===== src/rtl/muldiv_pkg.sv =====
// rtl/muldiv_pkg.sv - shared types and constants for the multiply/divide unit
package muldiv_pkg;

    // Operation codes presented on op_i.
    typedef enum logic [2:0] {
        MULT  = 3'd0,
        MULTU = 3'd1,
        DIV   = 3'd2,
        DIVU  = 3'd3,
        MFHI  = 3'd4,
        MFLO  = 3'd5,
        MTHI  = 3'd6,
        MTLO  = 3'd7
    } muldiv_op_e;

    // Control FSM states.
    typedef enum logic [1:0] {
        S_IDLE = 2'd0,
        S_MUL  = 2'd1,
        S_DIV  = 2'd2,
        S_DONE = 2'd3
    } muldiv_state_e;

    // Iterations of the shift-add multiplier and the restoring divider.
    localparam int MULDIV_ITERS = 32;

    // Magnitude of a 32-bit operand; only negated when treated as signed.
    function automatic logic [31:0] abs32(input logic [31:0] v, input logic is_signed);
        return (is_signed && v[31]) ? (~v + 32'd1) : v;
    endfunction

endpackage


===== src/rtl/div_iter.sv =====
// rtl/div_iter.sv - unsigned restoring divider datapath, one quotient bit per step
//
// Ports:
//   clk_i, rst_i      clock, synchronous active-high reset
//   load_i            capture dividend/divisor and clear the iteration counter
//   step_i            perform one restoring iteration
//   dividend_i        unsigned dividend (captured on load_i)
//   divisor_i         unsigned divisor, non-zero (captured on load_i)
//   quotient_o        quotient, valid after the last step
//   remainder_o       remainder, valid after the last step
//   last_o            the current step is the final iteration
module div_iter
    import muldiv_pkg::*;
(
    input  logic        clk_i,
    input  logic        rst_i,
    input  logic        load_i,
    input  logic        step_i,
    input  logic [31:0] dividend_i,
    input  logic [31:0] divisor_i,
    output logic [31:0] quotient_o,
    output logic [31:0] remainder_o,
    output logic        last_o
);

    logic [31:0] rem_q, rem_d;
    logic [31:0] quo_q, quo_d;
    logic [31:0] dvs_q, dvs_d;
    logic [4:0]  cnt_q, cnt_d;
    logic [32:0] shifted;
    logic [33:0] trial;

    always_comb begin
        rem_d = rem_q;
        quo_d = quo_q;
        dvs_d = dvs_q;
        cnt_d = cnt_q;
        // quo_q holds the not-yet-consumed dividend bits in its upper end,
        // and the quotient bits shift in from the bottom.
        shifted = {rem_q, quo_q[31]};
        trial   = {1'b0, shifted} - {2'b00, dvs_q};
        if (load_i) begin
            rem_d = '0;
            quo_d = dividend_i;
            dvs_d = divisor_i;
            cnt_d = '0;
        end else if (step_i) begin
            // A non-negative trial is always below the divisor, so bit 32 is
            // clear whenever the subtraction fits.
            if (trial[33:32] == 2'b00) begin
                rem_d = trial[31:0];
                quo_d = {quo_q[30:0], 1'b1};
            end else begin
                rem_d = shifted[31:0];
                quo_d = {quo_q[30:0], 1'b0};
            end
            cnt_d = cnt_q + 5'd1;
        end
    end

    always_ff @(posedge clk_i) begin
        if (rst_i) begin
            rem_q <= '0;
            quo_q <= '0;
            dvs_q <= '0;
            cnt_q <= '0;
        end else begin
            rem_q <= rem_d;
            quo_q <= quo_d;
            dvs_q <= dvs_d;
            cnt_q <= cnt_d;
        end
    end

    assign quotient_o  = quo_q;
    assign remainder_o = rem_q;
    assign last_o      = (cnt_q == 5'(MULDIV_ITERS - 1));

endmodule


===== src/rtl/muldiv_unit.sv =====
// rtl/muldiv_unit.sv - multi-cycle multiply/divide unit with architectural HI/LO
//
// Ports:
//   clk_i, rst_i           clock, synchronous active-high reset
//   start_i, op_i          request valid and operation (muldiv_op_e)
//   rs_data_i, rt_data_i   register file read operands
//   dst_i                  destination register for MFHI/MFLO
//   flush_i                abort the in-flight operation / block a new one
//   ready_o, busy_o        idle (request accepted) / operation in flight
//   wb_we_o, wb_addr_o,
//   wb_data_o              one-cycle register file write for MFHI/MFLO
//   hi_o, lo_o             current HI and LO
module muldiv_unit
    import muldiv_pkg::*;
#(
    parameter int FAST_MUL = 1
)
(
    input  logic        clk_i,
    input  logic        rst_i,
    input  logic        start_i,
    input  logic [2:0]  op_i,
    input  logic [31:0] rs_data_i,
    input  logic [31:0] rt_data_i,
    input  logic [4:0]  dst_i,
    input  logic        flush_i,
    output logic        ready_o,
    output logic        busy_o,
    output logic        wb_we_o,
    output logic [4:0]  wb_addr_o,
    output logic [31:0] wb_data_o,
    output logic [31:0] hi_o,
    output logic [31:0] lo_o
);

    localparam bit FAST = (FAST_MUL != 0);

    muldiv_state_e state_q, state_d;
    muldiv_op_e    op_q, op_d;
    logic [31:0]   hi_q, hi_d;
    logic [31:0]   lo_q, lo_d;
    logic          neg_q, neg_d;        // negate product / quotient
    logic          rneg_q, rneg_d;      // negate remainder
    logic          special_q, special_d;
    logic [63:0]   spec_q, spec_d;      // {HI, LO} for divide special cases
    logic [31:0]   mag_a_q, mag_a_d;
    logic [31:0]   mag_b_q, mag_b_d;
    logic [63:0]   mcand_q, mcand_d;
    logic [31:0]   mplier_q, mplier_d;
    logic [63:0]   prod_q, prod_d;
    logic [4:0]    mcnt_q, mcnt_d;
    logic          wb_we_q, wb_we_d;
    logic [4:0]    wb_addr_q, wb_addr_d;
    logic [31:0]   wb_data_q, wb_data_d;

    muldiv_op_e    op_in;
    logic          sg_in;
    logic [31:0]   mag_a_in, mag_b_in;
    logic          div_load, div_step, div_last;
    logic [31:0]   div_quo, div_rem;
    logic [63:0]   mul_mag, mul_res;
    logic [31:0]   quo_res, rem_res;
    logic          is_mul_q;
    logic [63:0]   commit_val;

    assign op_in    = muldiv_op_e'(op_i);
    assign sg_in    = (op_in == MULT) || (op_in == DIV);
    assign mag_a_in = abs32(rs_data_i, sg_in);
    assign mag_b_in = abs32(rt_data_i, sg_in);

    div_iter u_div_iter (
        .clk_i       (clk_i),
        .rst_i       (rst_i),
        .load_i      (div_load),
        .step_i      (div_step),
        .dividend_i  (mag_a_in),
        .divisor_i   (mag_b_in),
        .quotient_o  (div_quo),
        .remainder_o (div_rem),
        .last_o      (div_last)
    );

    // Both datapaths work on magnitudes; signs are re-applied at commit.
    assign mul_mag    = FAST ? ({32'b0, mag_a_q} * {32'b0, mag_b_q}) : prod_q;
    assign mul_res    = neg_q  ? (~mul_mag + 64'd1) : mul_mag;
    assign quo_res    = neg_q  ? (~div_quo + 32'd1) : div_quo;
    assign rem_res    = rneg_q ? (~div_rem + 32'd1) : div_rem;
    assign is_mul_q   = (op_q == MULT) || (op_q == MULTU);
    assign commit_val = special_q ? spec_q : (is_mul_q ? mul_res : {rem_res, quo_res});

    always_comb begin
        state_d   = state_q;
        op_d      = op_q;
        hi_d      = hi_q;
        lo_d      = lo_q;
        neg_d     = neg_q;
        rneg_d    = rneg_q;
        special_d = special_q;
        spec_d    = spec_q;
        mag_a_d   = mag_a_q;
        mag_b_d   = mag_b_q;
        mcand_d   = mcand_q;
        mplier_d  = mplier_q;
        prod_d    = prod_q;
        mcnt_d    = mcnt_q;
        wb_we_d   = 1'b0;
        wb_addr_d = wb_addr_q;
        wb_data_d = wb_data_q;
        div_load  = 1'b0;
        div_step  = 1'b0;

        case (state_q)
            S_IDLE: begin
                // flush_i blocks acceptance of a simultaneous request.
                if (start_i && !flush_i) begin
                    op_d      = op_in;
                    neg_d     = sg_in && (rs_data_i[31] ^ rt_data_i[31]);
                    rneg_d    = sg_in && rs_data_i[31];
                    special_d = 1'b0;
                    case (op_in)
                        MULT, MULTU: begin
                            mag_a_d  = mag_a_in;
                            mag_b_d  = mag_b_in;
                            mcand_d  = {32'b0, mag_a_in};
                            mplier_d = mag_b_in;
                            prod_d   = '0;
                            mcnt_d   = '0;
                            state_d  = FAST ? S_DONE : S_MUL;
                        end
                        DIV, DIVU: begin
                            if (rt_data_i == 32'd0) begin
                                special_d = 1'b1;
                                spec_d    = {rs_data_i, 32'hFFFF_FFFF};
                                state_d   = S_DONE;
                            end else if (op_in == DIV && rs_data_i == 32'h8000_0000 &&
                                         rt_data_i == 32'hFFFF_FFFF) begin
                                special_d = 1'b1;
                                spec_d    = {32'h0, 32'h8000_0000};
                                state_d   = S_DONE;
                            end else begin
                                div_load = 1'b1;
                                state_d  = S_DIV;
                            end
                        end
                        MFHI: begin
                            wb_we_d   = (dst_i != 5'd0);
                            wb_addr_d = dst_i;
                            wb_data_d = hi_q;
                        end
                        MFLO: begin
                            wb_we_d   = (dst_i != 5'd0);
                            wb_addr_d = dst_i;
                            wb_data_d = lo_q;
                        end
                        MTHI: hi_d = rs_data_i;
                        MTLO: lo_d = rs_data_i;
                        default: ;
                    endcase
                end
            end
            S_MUL: begin
                if (flush_i) begin
                    state_d = S_IDLE;
                end else begin
                    if (mplier_q[0]) begin
                        prod_d = prod_q + mcand_q;
                    end
                    mcand_d  = mcand_q << 1;
                    mplier_d = mplier_q >> 1;
                    mcnt_d   = mcnt_q + 5'd1;
                    if (mcnt_q == 5'(MULDIV_ITERS - 1)) begin
                        state_d = S_DONE;
                    end
                end
            end
            S_DIV: begin
                if (flush_i) begin
                    state_d = S_IDLE;
                end else begin
                    div_step = 1'b1;
                    if (div_last) begin
                        state_d = S_DONE;
                    end
                end
            end
            S_DONE: begin
                state_d = S_IDLE;
                if (!flush_i) begin
                    {hi_d, lo_d} = commit_val;
                end
            end
            default: state_d = S_IDLE;
        endcase
    end

    always_ff @(posedge clk_i) begin
        if (rst_i) begin
            state_q   <= S_IDLE;
            op_q      <= MULT;
            hi_q      <= '0;
            lo_q      <= '0;
            neg_q     <= 1'b0;
            rneg_q    <= 1'b0;
            special_q <= 1'b0;
            spec_q    <= '0;
            mag_a_q   <= '0;
            mag_b_q   <= '0;
            mcand_q   <= '0;
            mplier_q  <= '0;
            prod_q    <= '0;
            mcnt_q    <= '0;
            wb_we_q   <= 1'b0;
            wb_addr_q <= '0;
            wb_data_q <= '0;
        end else begin
            state_q   <= state_d;
            op_q      <= op_d;
            hi_q      <= hi_d;
            lo_q      <= lo_d;
            neg_q     <= neg_d;
            rneg_q    <= rneg_d;
            special_q <= special_d;
            spec_q    <= spec_d;
            mag_a_q   <= mag_a_d;
            mag_b_q   <= mag_b_d;
            mcand_q   <= mcand_d;
            mplier_q  <= mplier_d;
            prod_q    <= prod_d;
            mcnt_q    <= mcnt_d;
            wb_we_q   <= wb_we_d;
            wb_addr_q <= wb_addr_d;
            wb_data_q <= wb_data_d;
        end
    end

    assign ready_o   = (state_q == S_IDLE);
    assign busy_o    = (state_q != S_IDLE);
    assign wb_we_o   = wb_we_q;
    assign wb_addr_o = wb_addr_q;
    assign wb_data_o = wb_data_q;
    assign hi_o      = hi_q;
    assign lo_o      = lo_q;

endmodule


===== config.mk =====
export PLATFORM = sky130hd
export DESIGN_NAME = muldiv_unit
export DESIGN_NICKNAME = d
export VERILOG_FILES = /design/src/rtl/muldiv_pkg.sv /design/src/rtl/div_iter.sv /design/src/rtl/muldiv_unit.sv
export SDC_FILE = /design/constraint.sdc
export NUM_CORES = 2
export LEC_CHECK = 0
export CAP_MARGIN = 20
export CORE_MARGIN = 5
export CORE_UTILIZATION = 50
export CTS_CLUSTER_DIAMETER = 30
export DETAILED_ROUTE_END_ITERATION = 16
export GPL_TIMING_DRIVEN = 0
export PLACE_DENSITY = 0.74
export SLEW_MARGIN = 20
export SYNTH_ARGS = -nofsm -noshare
export SYNTH_HDL_FRONTEND = slang
export SYNTH_HIERARCHICAL = 1
export SYNTH_SLANG_ARGS = --single-unit

===== constraint.sdc =====
create_clock -name clk_i -period 10.28 [get_ports clk_i]
set_input_delay 2.056 -clock clk_i [delete_from_list [all_inputs] [get_ports clk_i]]
set_output_delay 2.056 -clock clk_i [all_outputs]
set_load 0.005 [all_outputs]

Word level (Yosys, flattened, before mapping)
Index checks and enable logic that the tools add are counted.

word-level totals
  flip-flop bits (word level) = 344
  output and inout bits = 104
  logic and storage cells = 140
  bits of input ports = 76

operators by class
  multiply operators = 1
  reduce and logical (&&, ||, !) cells = 35
  mux-type cells = 45
  bitwise logic cells = 9
  add/subtract/negate cells = 8
  eq/ne operators = 24

operators by type and width
  operator               number
  $mux 32                13
  $mux 64                5
  $pmux 32 s2            3
  $add 32x1->32 const B  4
  $not 32->32            4
  $add 64x1->64 const B  1
  $eq 32x32->1 const B   2
  $mul 32x32->64         1
  $not 64->64            1
  $sub 33x32->34         1
  $logic_not 32->1       1
  $reduce_and 4->1       5
  $mux 5                 3
  $mux 1                 13
  $eq 3x3->1 const B     4
  $reduce_bool 2->1      6
  $add 5x1->5 const B    2
  $eq 5x5->1 const B     2
  $mux 2                 5
  $pmux 5 s2             1
  $reduce_and 3->1       3
  $ne 2x1->1 const B     4
  $pmux 2 s4             1
  $reduce_or 2->1        4
  18 further kinds       33

Longest topological paths before layout
  word-level depth = 9
  gate-level depth with buffers = 34
  mapped depth without buffers = 30

Modules after synthesis
The synthesis kept the hierarchy.

by module, submodules not included
  module       sequential area each (sq um)  cells each  instances  area each (sq um)
  muldiv_unit  4,244.1                       5,768       1          48,391.4
  div_iter     2,021.9                       780         1          6,125.9

Worst setup path after synthesis
Ideal clock, no wire load.

  kind = register to register
  start = reg mag_a_q[9]
  end = reg hi_q[13], in the netlist hi_o[13]
  required time = 10,148 ps
  library setup time = 132 ps
  cell stages (with the launch flop) = 31
  setup slack = 1,797 ps
  path buffers = 2
  period minus slack after synthesis = 8,483 ps
  arrival = 8,351 ps
  cell sequence = dfxtp_1 -> clkbuf_1 -> nand2_1 -> fa_1 -> inv_1 -> fa_1 -> fa_1 -> inv_1 -> fa_1 -> inv_1 -> fa_1 -> inv_1 -> fa_1 -> inv_1 -> fa_1 -> inv_1 -> fa_1 -> inv_1 -> ha_1 -> buf_6 -> a21oi_1 -> o21ai_2 -> a221o_1 -> a21o_1 -> or3_2 -> a221o_2 -> or4_4 -> o41a_1 -> xnor2_1 -> a2111oi_0 -> nor3_1

between the ends
  word-level cells in the longest chain between the ends = 8

RTL lines
  element                    line                RTL
  from (decl)                muldiv_unit.sv:46   logic [31:0] mag_a_q, mag_a_d;
  from (signal assigned)     muldiv_unit.sv:224  mag_a_q <= mag_a_d;
  $mul 32x32->64 (*)         muldiv_unit.sv:84   assign mul_mag = FAST ? ({32'b0, mag_a_q} * {32'b0, mag_b_q}) : prod_q;
  $not 64->64                muldiv_unit.sv:85   assign mul_res = neg_q ? (~mul_mag + 64'd1) : mul_mag;
  $add 64x1->64              muldiv_unit.sv:85
  $mux 64 (*)                muldiv_unit.sv:85
  $mux 64 (*) (2 in series)  muldiv_unit.sv:89   assign commit_val = special_q ? spec_q : (is_mul_q ? mul_res : {rem_res, quo_res});
  $mux 32 (*)                muldiv_unit.sv:188  if (!flush_i) begin
  $pmux 32 s2 (*)            muldiv_unit.sv:112  case (state_q)
  to (signal assigned)       muldiv_unit.sv:218  hi_q <= hi_d;
  to (decl)                  muldiv_unit.sv:40   logic [31:0] hi_q, hi_d;

Mark *: on every way between the ends. The rest lies on a longest branch, timed or not. The select of a mux whose other input is x is not followed.
A chain may end at the register's enable or synchronous reset.

Worst setup path after layout
  start = reg mag_b_q[18]
  end = reg hi_q[31], in the netlist hi_o[31]

between the ends
  word-level cells in the longest chain between the ends = 8

RTL lines
  element                    line                RTL
  from (decl)                muldiv_unit.sv:47   logic [31:0] mag_b_q, mag_b_d;
  from (signal assigned)     muldiv_unit.sv:225  mag_b_q <= mag_b_d;
  $mul 32x32->64 (*)         muldiv_unit.sv:84
  $not 64->64                muldiv_unit.sv:85
  $add 64x1->64              muldiv_unit.sv:85
  $mux 64 (*)                muldiv_unit.sv:85
  $mux 64 (*) (2 in series)  muldiv_unit.sv:89
  $mux 32 (*)                muldiv_unit.sv:188
  $pmux 32 s2 (*)            muldiv_unit.sv:112

Marks and branches as above.

==> impl_metrics.yaml <==
global_routing:
  antenna_found_initial: 16
  grt-ovfl-total: 0
  grt_pass1_wl_mm: 347.1
  grt.total_usage_pct: 40.66
  grt_max_degree: 17
  grt_pass1_vias: 51130
synthesis:
  yosys_warnings: 6
  synth_area_sq_um: 54520
  syn_avg_cell_area_sq_um: 8.326
  synth_seq_cells: 313
  ys_seq_area_share_pct: 11.49
  synth-async-reset-ratio_pct: 0
  postSynthCellCount: 6548
  syn_nets: 7830
  yosys.cell_types.count: 110
  synth-edff-count: 0
  synthFlopType: "dfxtp_1"
route:
  vias_per_cell: 6.134
  drt.antenna.violating_nets: 0
  wl_mm: 239.5
  drtIter0Drc: 5423
  routedWlPerCell_um: 29.09
  vias: 50480
  drc: 0
  first_pass_iters: 6
clocking:
  cts.sinks: 313
  cts_tree: "built"
  clk_latency_ps: 600
  root_buffer: "clkbuf_16"
  htreeDepth: 2
  clk_pin_slew_ps: 60
  cts_buffer_depth: 3
  cts_buffers: 44
timing:
  skew_ps: 36.85
  relSlewSlack_pct: 23.86
  finalSetupViolations: 0
  hold_violations: 0
  tightest_slew_ps: 1138
  finalCriticalPeriod_ps: 10070
  timing.final.ws_setup_ps: 207.1
  finalCritPeriodShare_pct: 97.99
  fmax_mhz: 99.28
  slew_viol_final: 0
placed_design:
  gp_congestion: 1.125
  hpwl_mm: 198.3
  pre_cts_ws_ps: -815.1
  portBuffers: 174
layout:
  area_growth_syn_to_layout_pct: 10.53
  layout.nets: 8056
  drive_gt1_share_pct: 6.402
  mostFrequentLayoutCells: "inv_1, fa_1, nand2_1"
  final_common_cell: "inv_1"
setup_path:
  cpPeakStageDelay_ps: 700
  crit_buf_inv: 5
  cpLargestDelayFamily: "adder cells"
  cp.required_ps: 10770
  critical_path_class: "reg -> reg"
  cp-end-kind: "register"
  cp_max_fo: 10
  cpMostUsedCell: "fa_1"
  start_kind: "register"
  crit_slowest_cell: "fa_1"
  cp.arrival_ps: 10560
floorplan:
  row_count: 121
  dieArea_sq_um: 115700
  num_io_pins: 180
  coreArea_sq_um: 108600
  fp.dieW_um: 340.2
  die_h_um: 340.2
  initial_core_util_pct: 50.22
power:
  leakage_nw: 27.47
  total_power_mw: 6.323
  power_density_nw_per_um2: 104.9
  vdd_drop_max_mv: 0.1674
run_status:
  status: "finished clean"
job:
  cap_violations: 0
min_path:
  hold_class: "reg -> reg"
-- sequential cells by signal (all words and copies together) (netlist names) --
name and flops:
spec_q 34, hi_o 32, lo_o 32, mag_a_q 32
mag_b_q 32, u_div_iter/dvs_q 32, u_div_iter/quotient_o 32, u_div_iter/remainder_o 32
wb_data_o 32, mcnt_q 5, u_div_iter/cnt_q 5, wb_addr_o 5
op_q 2, state_q 2, neg_q 1, rneg_q 1
special_q 1, wb_we_o 1
-- metrics by stage --
| step | TNS (ps) | cells | instance area (sq um) | hold WS, ps | utilization [%] |
|---|---|---|---|---|---|
| after floorplan | 0 | 6548 | 54520 | 440.0 | - |
| after global placement | -15680 | 8136 | 58030 | 438.1 | 53.46 |
| after detailed placement | -13240 | 8138 | 58070 | 446.3 | 53.50 |
| after CTS | 0 | 8220 | 59960 | 453.3 | 55.24 |
| after global routing | -9.469 | 8224 | 60240 | 471.8 | 55.50 |
| final | 0 | 8230 | 60260 | 447.9 | 55.51 |
-- cells by family after synthesis --
group,count (synthesis),share of synthesized area (%)
and+or+nand+nor,2345,21.23
buffers and inverters,1373,9.921
adders and majority gates,1206,40.03
AOI/OAI and AO/OA,1021,12.44
DFF,313,11.49
xor gates and xnor gates,205,3.293
muxes,85,1.586
-- report_power, final --
group / internal [mW] / switching, mW
Clock: 1.02 / 0.674
Combinational: 1.05 / 2.10
Sequential: 1.29 / 0.184
-- cells in the mapped netlist, drive strengths merged, types with 32 or more instances --
cell type	instances	share of area, %
a211oi	63	0.91
a21o	43	0.61
a21oi	314	2.9
a22o	34	0.55
a31oi	50	0.60
and2	609	7.0
buf	40	0.45
clkbuf	376	2.9
dfxtp	313	11
fa	897	33
ha	309	7.1
inv	956	6.6
mux2i	83	1.5
nand2	770	5.3
nand3	59	0.56
nand4	63	0.75
nor2	463	3.2
nor3	129	1.2
nor4	41	0.55
o21ai	215	2.0
o221ai	51	0.82
o31ai	34	0.49
or3	48	0.55
or4	32	0.47
xnor2	108	1.7
xor2	97	1.6
-- path summary, 6_finish.rpt --
path	depth (start not counted)	startpoint	end	slack (ps)
hold reg to reg	2	wb_data_o[16]	wb_data_o[16]	450
setup / recovery	26	mag_b_q[18]	hi_o[31]	210
hold / removal	2	wb_data_o[16]	wb_data_o[16]	450
setup reg to reg	26	mag_b_q[18]	hi_o[31]	210
-- metal layers --
layer,share of wire (%),global-route usage [%]
met5,0.045,0
met4,9.7,30.03
met3,11,11.38
met2,44,63.86
met1,35,47.69
-- timing repair --
action,in CTS,in global routing
resized for setup,158,193
buffers inserted,0,7
endpoints found under the setup margin,34,36
hold buffers,0,0
pin swaps,0,5
endpoints found under the hold margin,0,0
-- worst min-delay path: cells and delay by family (launching register included) --
family | cells | cell delay (ps)
AO/OA/AOI/OAI | 1 | 50
flip-flops | 1 | 310
AND/OR/NAND/NOR | 1 | 50
-- cell type report --
type                            instances  area [sq um]
Clock buffer                           52          1201
Tap cell                             1414          1769
Fill cell                           10130         48290
Multi-Input combinational cell       4862         43000
Inverter                              956          3588
Clock inverter                         30         440.4
Timing Repair Buffer                  183          1804
Antenna cell                            6         15.01
Buffer                                414          2103
Sequential cell                       313          6331
No activity file was read; power rests on OpenSTA's default activity.
